File: src/rtl/m68k_bus_pkg.sv
// Shared types and helpers for the 68000 bus-cycle responder.
package m68k_bus_pkg;

  typedef enum logic [1:0] {
    IDLE     = 2'd0,
    WAIT_ACK = 2'd1,
    ACK      = 2'd2,
    BERR     = 2'd3
  } state_e;

  localparam logic SEL_ROM = 1'b0;
  localparam logic SEL_RAM = 1'b1;

  // True when byte address addr falls in the aligned 2**size_log2 window at base.
  function automatic logic region_hit(input logic [23:0] addr,
                                      input logic [23:0] base,
                                      input int unsigned size_log2);
    return (addr >> size_log2) == (base >> size_log2);
  endfunction

endpackage

File: src/rtl/m68k_bus_ctrl.sv
// Bus-cycle responder behind the fx68k core: turns AS/UDS/LDS/RW cycles into
// single-word requests on a synchronous memory port and answers with DTACKn
// or BERRn.
module m68k_bus_ctrl #(
  parameter logic [23:0] ROM_BASE       = 24'h000000,
  parameter int unsigned ROM_SIZE_LOG2  = 16,
  parameter logic [23:0] RAM_BASE       = 24'h100000,
  parameter int unsigned RAM_SIZE_LOG2  = 17,
  parameter int unsigned TIMEOUT_CYCLES = 64
) (
  input  logic        i_CLOCK,
  input  logic        i_RESET,
  input  logic        i_AS,
  input  logic        i_UDS,
  input  logic        i_LDS,
  input  logic        i_RW,
  input  logic [22:0] i_ADDR,
  input  logic [15:0] i_DATA_W,
  output logic [15:0] o_DATA_R,
  output logic        o_DTACK,
  output logic        o_BERR,
  output logic        o_MEM_REQ,
  output logic        o_MEM_WE,
  output logic        o_MEM_SEL,
  output logic [1:0]  o_MEM_BE,
  output logic [22:0] o_MEM_ADDR,
  output logic [15:0] o_MEM_WDATA,
  input  logic        i_MEM_ACK,
  input  logic [15:0] i_MEM_RDATA
);
  import m68k_bus_pkg::*;

  localparam logic [7:0] TMO_LAST = 8'(TIMEOUT_CYCLES - 1);

  state_e      state_q, state_d;
  logic [7:0]  cnt_q, cnt_d;
  logic        abort_q, abort_d;
  logic        dtack_q, dtack_d;
  logic        we_q, we_d;
  logic        sel_q, sel_d;
  logic [1:0]  be_q, be_d;
  logic [22:0] addr_q, addr_d;
  logic [15:0] wdata_q, wdata_d;
  logic [15:0] rdata_q, rdata_d;

  logic [23:0] byte_addr;
  logic        rom_hit, ram_hit, start;

  // Region decode of the live CPU address; ROM wins on overlap.
  always_comb begin
    byte_addr = {i_ADDR, 1'b0};
    rom_hit   = region_hit(byte_addr, ROM_BASE, ROM_SIZE_LOG2);
    ram_hit   = region_hit(byte_addr, RAM_BASE, RAM_SIZE_LOG2);
    start     = !i_AS && (!i_UDS || !i_LDS);
  end

  // State and datapath registers; reset overrides any cycle in flight.
  always_ff @(posedge i_CLOCK) begin
    if (i_RESET) begin
      state_q <= IDLE;
      cnt_q   <= '0;
      abort_q <= 1'b0;
      dtack_q <= 1'b1;
      we_q    <= 1'b0;
      sel_q   <= SEL_ROM;
      be_q    <= '0;
      addr_q  <= '0;
      wdata_q <= '0;
      rdata_q <= '0;
    end else begin
      state_q <= state_d;
      cnt_q   <= cnt_d;
      abort_q <= abort_d;
      dtack_q <= dtack_d;
      we_q    <= we_d;
      sel_q   <= sel_d;
      be_q    <= be_d;
      addr_q  <= addr_d;
      wdata_q <= wdata_d;
      rdata_q <= rdata_d;
    end
  end

  // Next-state and register update logic.
  always_comb begin
    state_d = state_q;
    cnt_d   = cnt_q;
    abort_d = abort_q;
    dtack_d = dtack_q;
    we_d    = we_q;
    sel_d   = sel_q;
    be_d    = be_q;
    addr_d  = addr_q;
    wdata_d = wdata_q;
    rdata_d = rdata_q;
    unique case (state_q)
      IDLE: begin
        if (start) begin
          we_d    = !i_RW;
          be_d    = {~i_UDS, ~i_LDS};
          addr_d  = i_ADDR;
          wdata_d = i_DATA_W;
          cnt_d   = '0;
          abort_d = 1'b0;
          if (rom_hit) begin
            sel_d   = SEL_ROM;
            // ROM writes are acknowledged without touching memory.
            state_d = i_RW ? WAIT_ACK : ACK;
          end else if (ram_hit) begin
            sel_d   = SEL_RAM;
            state_d = WAIT_ACK;
          end else begin
            sel_d   = SEL_ROM;
            state_d = BERR;
          end
        end
      end
      WAIT_ACK: begin
        // An abort must still see the request through; the flag and the live
        // AS both count so a strobe rising on the final edge is honoured.
        if (i_AS) abort_d = 1'b1;
        if (i_MEM_ACK) begin
          if (!we_q) rdata_d = i_MEM_RDATA;
          state_d = (abort_q || i_AS) ? IDLE : ACK;
        end else if (cnt_q == TMO_LAST) begin
          state_d = (abort_q || i_AS) ? IDLE : BERR;
        end else begin
          cnt_d = cnt_q + 8'd1;
        end
      end
      ACK: begin
        if (i_AS) begin
          dtack_d = 1'b1;
          state_d = IDLE;
        end else begin
          dtack_d = 1'b0;
        end
      end
      BERR: begin
        if (i_AS) state_d = IDLE;
      end
      default: state_d = IDLE;
    endcase
  end

  // Output decode from state and registers.
  always_comb begin
    o_MEM_REQ   = (state_q == WAIT_ACK);
    o_BERR      = (state_q != BERR);
    o_DTACK     = dtack_q;
    o_MEM_WE    = we_q;
    o_MEM_SEL   = sel_q;
    o_MEM_BE    = be_q;
    o_MEM_ADDR  = addr_q;
    o_MEM_WDATA = wdata_q;
    o_DATA_R    = rdata_q;
  end

endmodule

File: config.mk
export PLATFORM = sky130hd
export DESIGN_NAME = m68k_bus_ctrl
export DESIGN_NICKNAME = d
export VERILOG_FILES = /design/src/rtl/m68k_bus_pkg.sv /design/src/rtl/m68k_bus_ctrl.sv
export SDC_FILE = /design/constraint.sdc
export NUM_CORES = 1
export LEC_CHECK = 0
export ABC_AREA = 0
export CAP_MARGIN = 20
export CORE_ASPECT_RATIO = 0.7
export CORE_MARGIN = 5
export CORE_UTILIZATION = 41
export CTS_CLUSTER_SIZE = 30
export DETAILED_ROUTE_END_ITERATION = 10
export PLACE_DENSITY = 0.76
export SYNTH_ARGS = -nofsm -noshare
export SYNTH_HDL_FRONTEND = slang
export SYNTH_SLANG_ARGS = --single-unit
export TNS_END_PERCENT = 10
File: constraint.sdc
create_clock -name i_CLOCK -period 2.1 [get_ports i_CLOCK]
set_clock_uncertainty 0.1 [all_clocks]
set_input_delay 0.63 -clock i_CLOCK [delete_from_list [all_inputs] [get_ports i_CLOCK]]
set_output_delay 0.63 -clock i_CLOCK [all_outputs]
set_load 0.05 [all_outputs]
-- Word level (Yosys, flattened, before mapping)
Cells that the tools add are included.
- register bits: 71
- bits of input ports: 62
- output and inout bits: 62
- word-level logic and storage cells: 62
- add/sub/neg operators: 1
- equal/unequal tests: 12
- muxes and demuxes: 20
- bitwise operators: 3
- reductions and logical operators: 16
- operators with widths (cell ; count):
    $logic_not 24->1 ; 1
    $mux 8 ; 3
    $mux 2 ; 9
    $pmux 8 s2 ; 1
    $ne 2x2->1 const B ; 5
    $reduce_and 3->1 ; 3
    $add 8x1->8 const B ; 1
    $eq 8x6->1 const B ; 1
    $eq 7x4->1 const B ; 1
    $pmux 2 s3 ; 1
    $mux 1 ; 5
    $eq 2x2->1 const B ; 2
    $logic_not 1->1 ; 4
    $reduce_and 4->1 ; 1
    $ne 3x1->1 const B ; 1
    $not 1->1 ; 3
    $eq 2x1->1 const B ; 1
    $logic_not 2->1 ; 1
    $logic_or 1x1->1 ; 2
    $ne 2x1->1 const B ; 1
    $pmux 1 s2 ; 1
    $reduce_and 2->1 ; 1
    $reduce_bool 2->1 ; 1
    $reduce_or 2->1 ; 1
    $logic_and 1x1->1 ; 1

-- Longest topological paths before layout
Gate-level depths: netlist (run 1).
- depth after elaboration: 5
- mapped depth: 7
- depth with buffers taken out: 5

-- Worst setup path before layout (run 1)
No wires, ideal clock.
- path kind: input-to-reg
- start point: input i_ADDR[18]
- end point: register state_q[1]
- library setup time: 116 ps
- data arrival time: 1617 ps
- data required time: 1884 ps
- path slack: 267 ps
- cell stages on the path: 4
- buffers on the path: 0
- cell sequence: nor4_1 -> nor3b_2 -> or3b_1 -> a31o_1
- longest elaborated chain between the ends: 5
- elaborated cells between the ends (all ways): 6
- those cells by class: eq/ne: 1; mux: 4; reduce/logical: 1
- ends and longest elaborated chain (element ; line ; text):
    from (decl) ; m68k_bus_ctrl.sv:17 ; input logic [22:0] i_ADDR,
    $eq 7x4->1 ; m68k_bus_pkg.sv:18 ; return (addr >> size_log2) == (base >> size_log2);
    $mux 2 ; m68k_bus_ctrl.sv:109 ; end else if (ram_hit) begin
    $mux 2 * ; m68k_bus_ctrl.sv:105 ; if (rom_hit) begin
    $mux 2 * ; m68k_bus_ctrl.sv:98 ; if (start) begin
    $pmux 2 s3 * ; m68k_bus_ctrl.sv:96 ; unique case (state_q)
    to (signal assigned) ; m68k_bus_ctrl.sv:71 ; state_q <= state_d;
    to (decl) ; m68k_bus_ctrl.sv:35 ; state_e state_q, state_d;
Every way passes the cells marked *; elsewhere a longest branch is shown, timed or not. The select of a mux whose other input is x is not followed.
A chain may end at the register's enable or synchronous reset.

-- Final worst setup path (run 1)
Ends and elaborated chain as after synthesis.

==> results.sh, run 1 <==
export IMPL_cp_end_kind="register"
export IMPL_p_leak_nw=1.726
export IMPL_clock_tree_buffer_depth=2
export IMPL_final_nets=532
export IMPL_critPathKind="in -> reg"
export IMPL_powerDensity_mw_per_mm2=864.9
export IMPL_min_period_ns=1.984
export IMPL_area_growth_pct=54.07
export IMPL_htreeDepth=3
export IMPL_p_seq_share_pct=41.1
export IMPL_cts_buffers=9
export IMPL_grt_use_total_pct=18.42
export IMPL_path_clk_slew_ns=0.08
export IMPL_synth_avg_cell_area_um2=8.181
export IMPL_drc_errors=0
export IMPL_fmax_ghz=0.5040
export IMPL_clock_sinks=71
export IMPL_drive_gt1_share_pct=22.78
export IMPL_arrival_ns=2.12
export IMPL_io_buffer_count=123
export IMPL_yosysTopAreaCell="dfxtp_1"
export IMPL_synth_warnings=0
export IMPL_status="finished clean"
export IMPL_synth_commonest_cells="nand2_1, dfxtp_1, a21oi_1"
export IMPL_crit_slowest_cell="clkdlybuf4s50_1"
export IMPL_comb_power_share_pct=26.4
export IMPL_crit_buf_inv=1
export IMPL_relSlewSlack_pct=66.32
export IMPL_clkLatencyLatePin_ns=0.34
export IMPL_hp_class="reg -> reg"
export IMPL_p_switching_w=0.001179
export IMPL_viasPerCell=4.891
export IMPL_synthTopCellsByArea="dfxtp_1, nand2_1, a21oi_1"
export IMPL_finalHoldViolations=0
export IMPL_detail_route_first_pass_iterations=4
export IMPL_synth_flop_cell="dfxtp_1"
export IMPL_crit_family="simple AND/OR/NAND/NOR gates"
export IMPL_finalWeightedCongestion=0.8397
export IMPL_grt_pass1_vias=2572
export IMPL_synth_most_common_cell="nand2_1"
export IMPL_path_cells="clkdlybuf4s50_1, nor4_1, nor3b_2, or3b_1, a31o_1"
export IMPL_startpoint_type="primary input"
export IMPL_tightest_slew_ns=0.5014
export IMPL_ys_types=41
export IMPL_p_sw_share_pct=32.19
export IMPL_synth_seq_cells=71
export IMPL_diodes=0
export IMPL_maxCapViolations=0
export IMPL_synth_edf_count=0
export IMPL_grt_first_pass_wirelength_um=12360
export IMPL_via_count=2778
export IMPL_fin_crit_sh_pct=94.48
export IMPL_pin_count=124
export IMPL_core_mm2=0.006631
export IMPL_totalNegativeSetupSlack_ns=0
export IMPL_netlist_instances=336
export IMPL_dieArea_mm2=0.008468
export IMPL_power_frac_clock_pct=32.5
export IMPL_async_flop_share_pct=0
export IMPL_num_rows=25
export IMPL_grt_max_degree=41
export IMPL_ys_seq_area_share_pct=51.71
export IMPL_placed_area_mm2=0.004015
export IMPL_die_h_um=78.51
export IMPL_yosysTopAreaCellShare_pct=51.71
export IMPL_internal_power_w=0.002484
export IMPL_cp_required_ns=2.24
export IMPL_post_cts_buffers=0
export IMPL_wl_per_cell_um=13.81
export IMPL_grt_overflow_total=0
export IMPL_cts_tree="built"
export IMPL_drt_initial_drc_count=101
export IMPL_routed_wl_um=7845
export IMPL_cts_hold_buf=0
export IMPL_start_util_pct=41.45
export IMPL_antenna_found_initial=0
export IMPL_synth_fp_nets=399
export IMPL_maxSlewViolCount=0
export IMPL_slowest_delay_ns=0.43
export IMPL_dpl_hpwl_um=5803
export IMPL_setup_viol=0
export IMPL_synth_area_mm2=0.002749
export IMPL_cp_max_fo=2
export IMPL_cts_root_buf="clkbuf_8"
export IMPL_die_x_um=107.9
export IMPL_vdd_drop_max_uv=537.7
export IMPL_stdcell_area_mm2=0.004235
export IMPL_rsz0062_at_grt="no"
export IMPL_ant_nets=0
-- final timing paths --
check	from	to	slack, ns	cells after the start
worst max-delay path	i_ADDR[18]	state_q[1]	0.12	5
worst min-delay path	o_MEM_ADDR[6]	o_MEM_ADDR[6]	0.36	2
worst max register to register	cnt_q[0]	cnt_q[5]	0.33	5
worst min register to register	o_MEM_ADDR[6]	o_MEM_ADDR[6]	0.36	2
-- worst reg2reg max path: stages, from the launching register on --
cell     delay [ns]
dfxtp_1        0.36
ha_1           0.30
a311o_1        0.35
buf_4          0.17
nor4_1         0.27
a211o_1        0.16
-- what timing repair did --
action | 4_1_cts | 5_1_grt
endpoints found under the hold margin | 0 | 0
gates resized for setup | 0 | 1
setup endpoints to repair | 0 | 1
-- metal layers --
layer	wire length [um]	vias up	global-route usage, %	share of wire (%)
li1	-	1404	-	-
met1	3410	1260	22.60	43
met2	3488	109	27.98	44
met3	878	5	8.710	11
met4	67	0	7.062	0.85
met5	0	-	0	0
-- power groups by stage --
stage	registers (W)	logic [W]	clock network, W
after floorplan	0.00182	0.000290	0
after global placement	0.00153	0.000961	0
after CTS	0.00151	0.000975	0.00123
after detailed placement	0.00154	0.000973	0
final	0.00151	0.000968	0.00119
after global routing	0.00152	0.00103	0.00129
-- cells in the final DEF, fill, tap and decap left out, types with 2 or more instances in the layout --
| cell type | Yosys | final |
|---|---|---|
| nand4_1 | 2 | 2 |
| bufinv_16 | 0 | 2 |
| a211o_1 | 4 | 4 |
| a21oi_1 | 62 | 62 |
| nor2b_1 | 3 | 3 |
| clkdlybuf4s50_1 | 0 | 60 |
| inv_1 | 3 | 3 |
| buf_4 | 0 | 78 |
| clkbuf_8 | 3 | 9 |
| buf_12 | 0 | 4 |
| nand3_1 | 8 | 8 |
| nand2b_1 | 2 | 2 |
| a211oi_1 | 3 | 3 |
| nor3b_2 | 2 | 2 |
| nor4_1 | 6 | 6 |
| and3_1 | 3 | 3 |
| nand2_1 | 115 | 115 |
| dfxtp_1 | 71 | 70 |
| nor3_1 | 2 | 2 |
| clkinv_2 | 0 | 2 |
| nor2_1 | 8 | 8 |
-- logic make-up (layout without fill, tap and decap cells) --
logic type,Yosys count,after routing,share of synthesized area [%]
adders and majority gates,1,1,0.4551
and+or+nand+nor,161,161,26.35
buffers and inverters,24,162,4.870
DFF,71,71,51.71
AOI/OAI and AO/OA,79,79,16.61
-- per-stage QoR --
stage          hold WS (ns)  std cells  utilization [%]  total power [W]  worst slack, ns
5_1_grt              0.3695        568            63.87         0.003835          0.02313
6_report             0.3568        568            63.87         0.003663           0.1159
2_1_floorplan        0.3740        336                -         0.002111           0.2671
3_5_place_dp         0.3477        552            60.55         0.002508          -0.2049
4_1_cts              0.3580        568            63.85         0.003709          0.01983
3_3_place_gp         0.3422        552            60.55         0.002493          -0.2046
-- state kept, by name, indices dropped and copies added, names as in the netlist --
register and cells:
o_MEM_SEL 1, state_q 2, o_DTACK 1, cnt_q 8
o_DATA_R 16, o_MEM_ADDR 23, o_MEM_WDATA 16, o_MEM_BE 2
o_MEM_WE 1, abort_q 1
-- layout make-up --
class / instances / area, um2
clock buffers: 9 / 123.9
inverters: 3 / 11.26
repair buffers: 143 / 1271
clock inverters: 7 / 95.09
fillers: 583 / 2396
multi-input cells: 241 / 1194
flip-flops and latches: 71 / 1423
well taps: 94 / 117.6
(Power assumes the default switching activity.)
==> run 2, diff against run 1 <==
--- a/config.mk
+++ b/config.mk
@@ -10,10 +10,11 @@
 export CORE_ASPECT_RATIO = 0.7
 export CORE_MARGIN = 5
 export CORE_UTILIZATION = 41
+export CTS_CLUSTER_DIAMETER = 30
 export CTS_CLUSTER_SIZE = 30
 export DETAILED_ROUTE_END_ITERATION = 10
 export PLACE_DENSITY = 0.76
 export SYNTH_ARGS = -nofsm -noshare
 export SYNTH_HDL_FRONTEND = slang
 export SYNTH_SLANG_ARGS = --single-unit
-export TNS_END_PERCENT = 10
+export TNS_END_PERCENT = 30
==> results of run 2 <==
No change in the layout: final DEF, timing and power equal those of run 1.
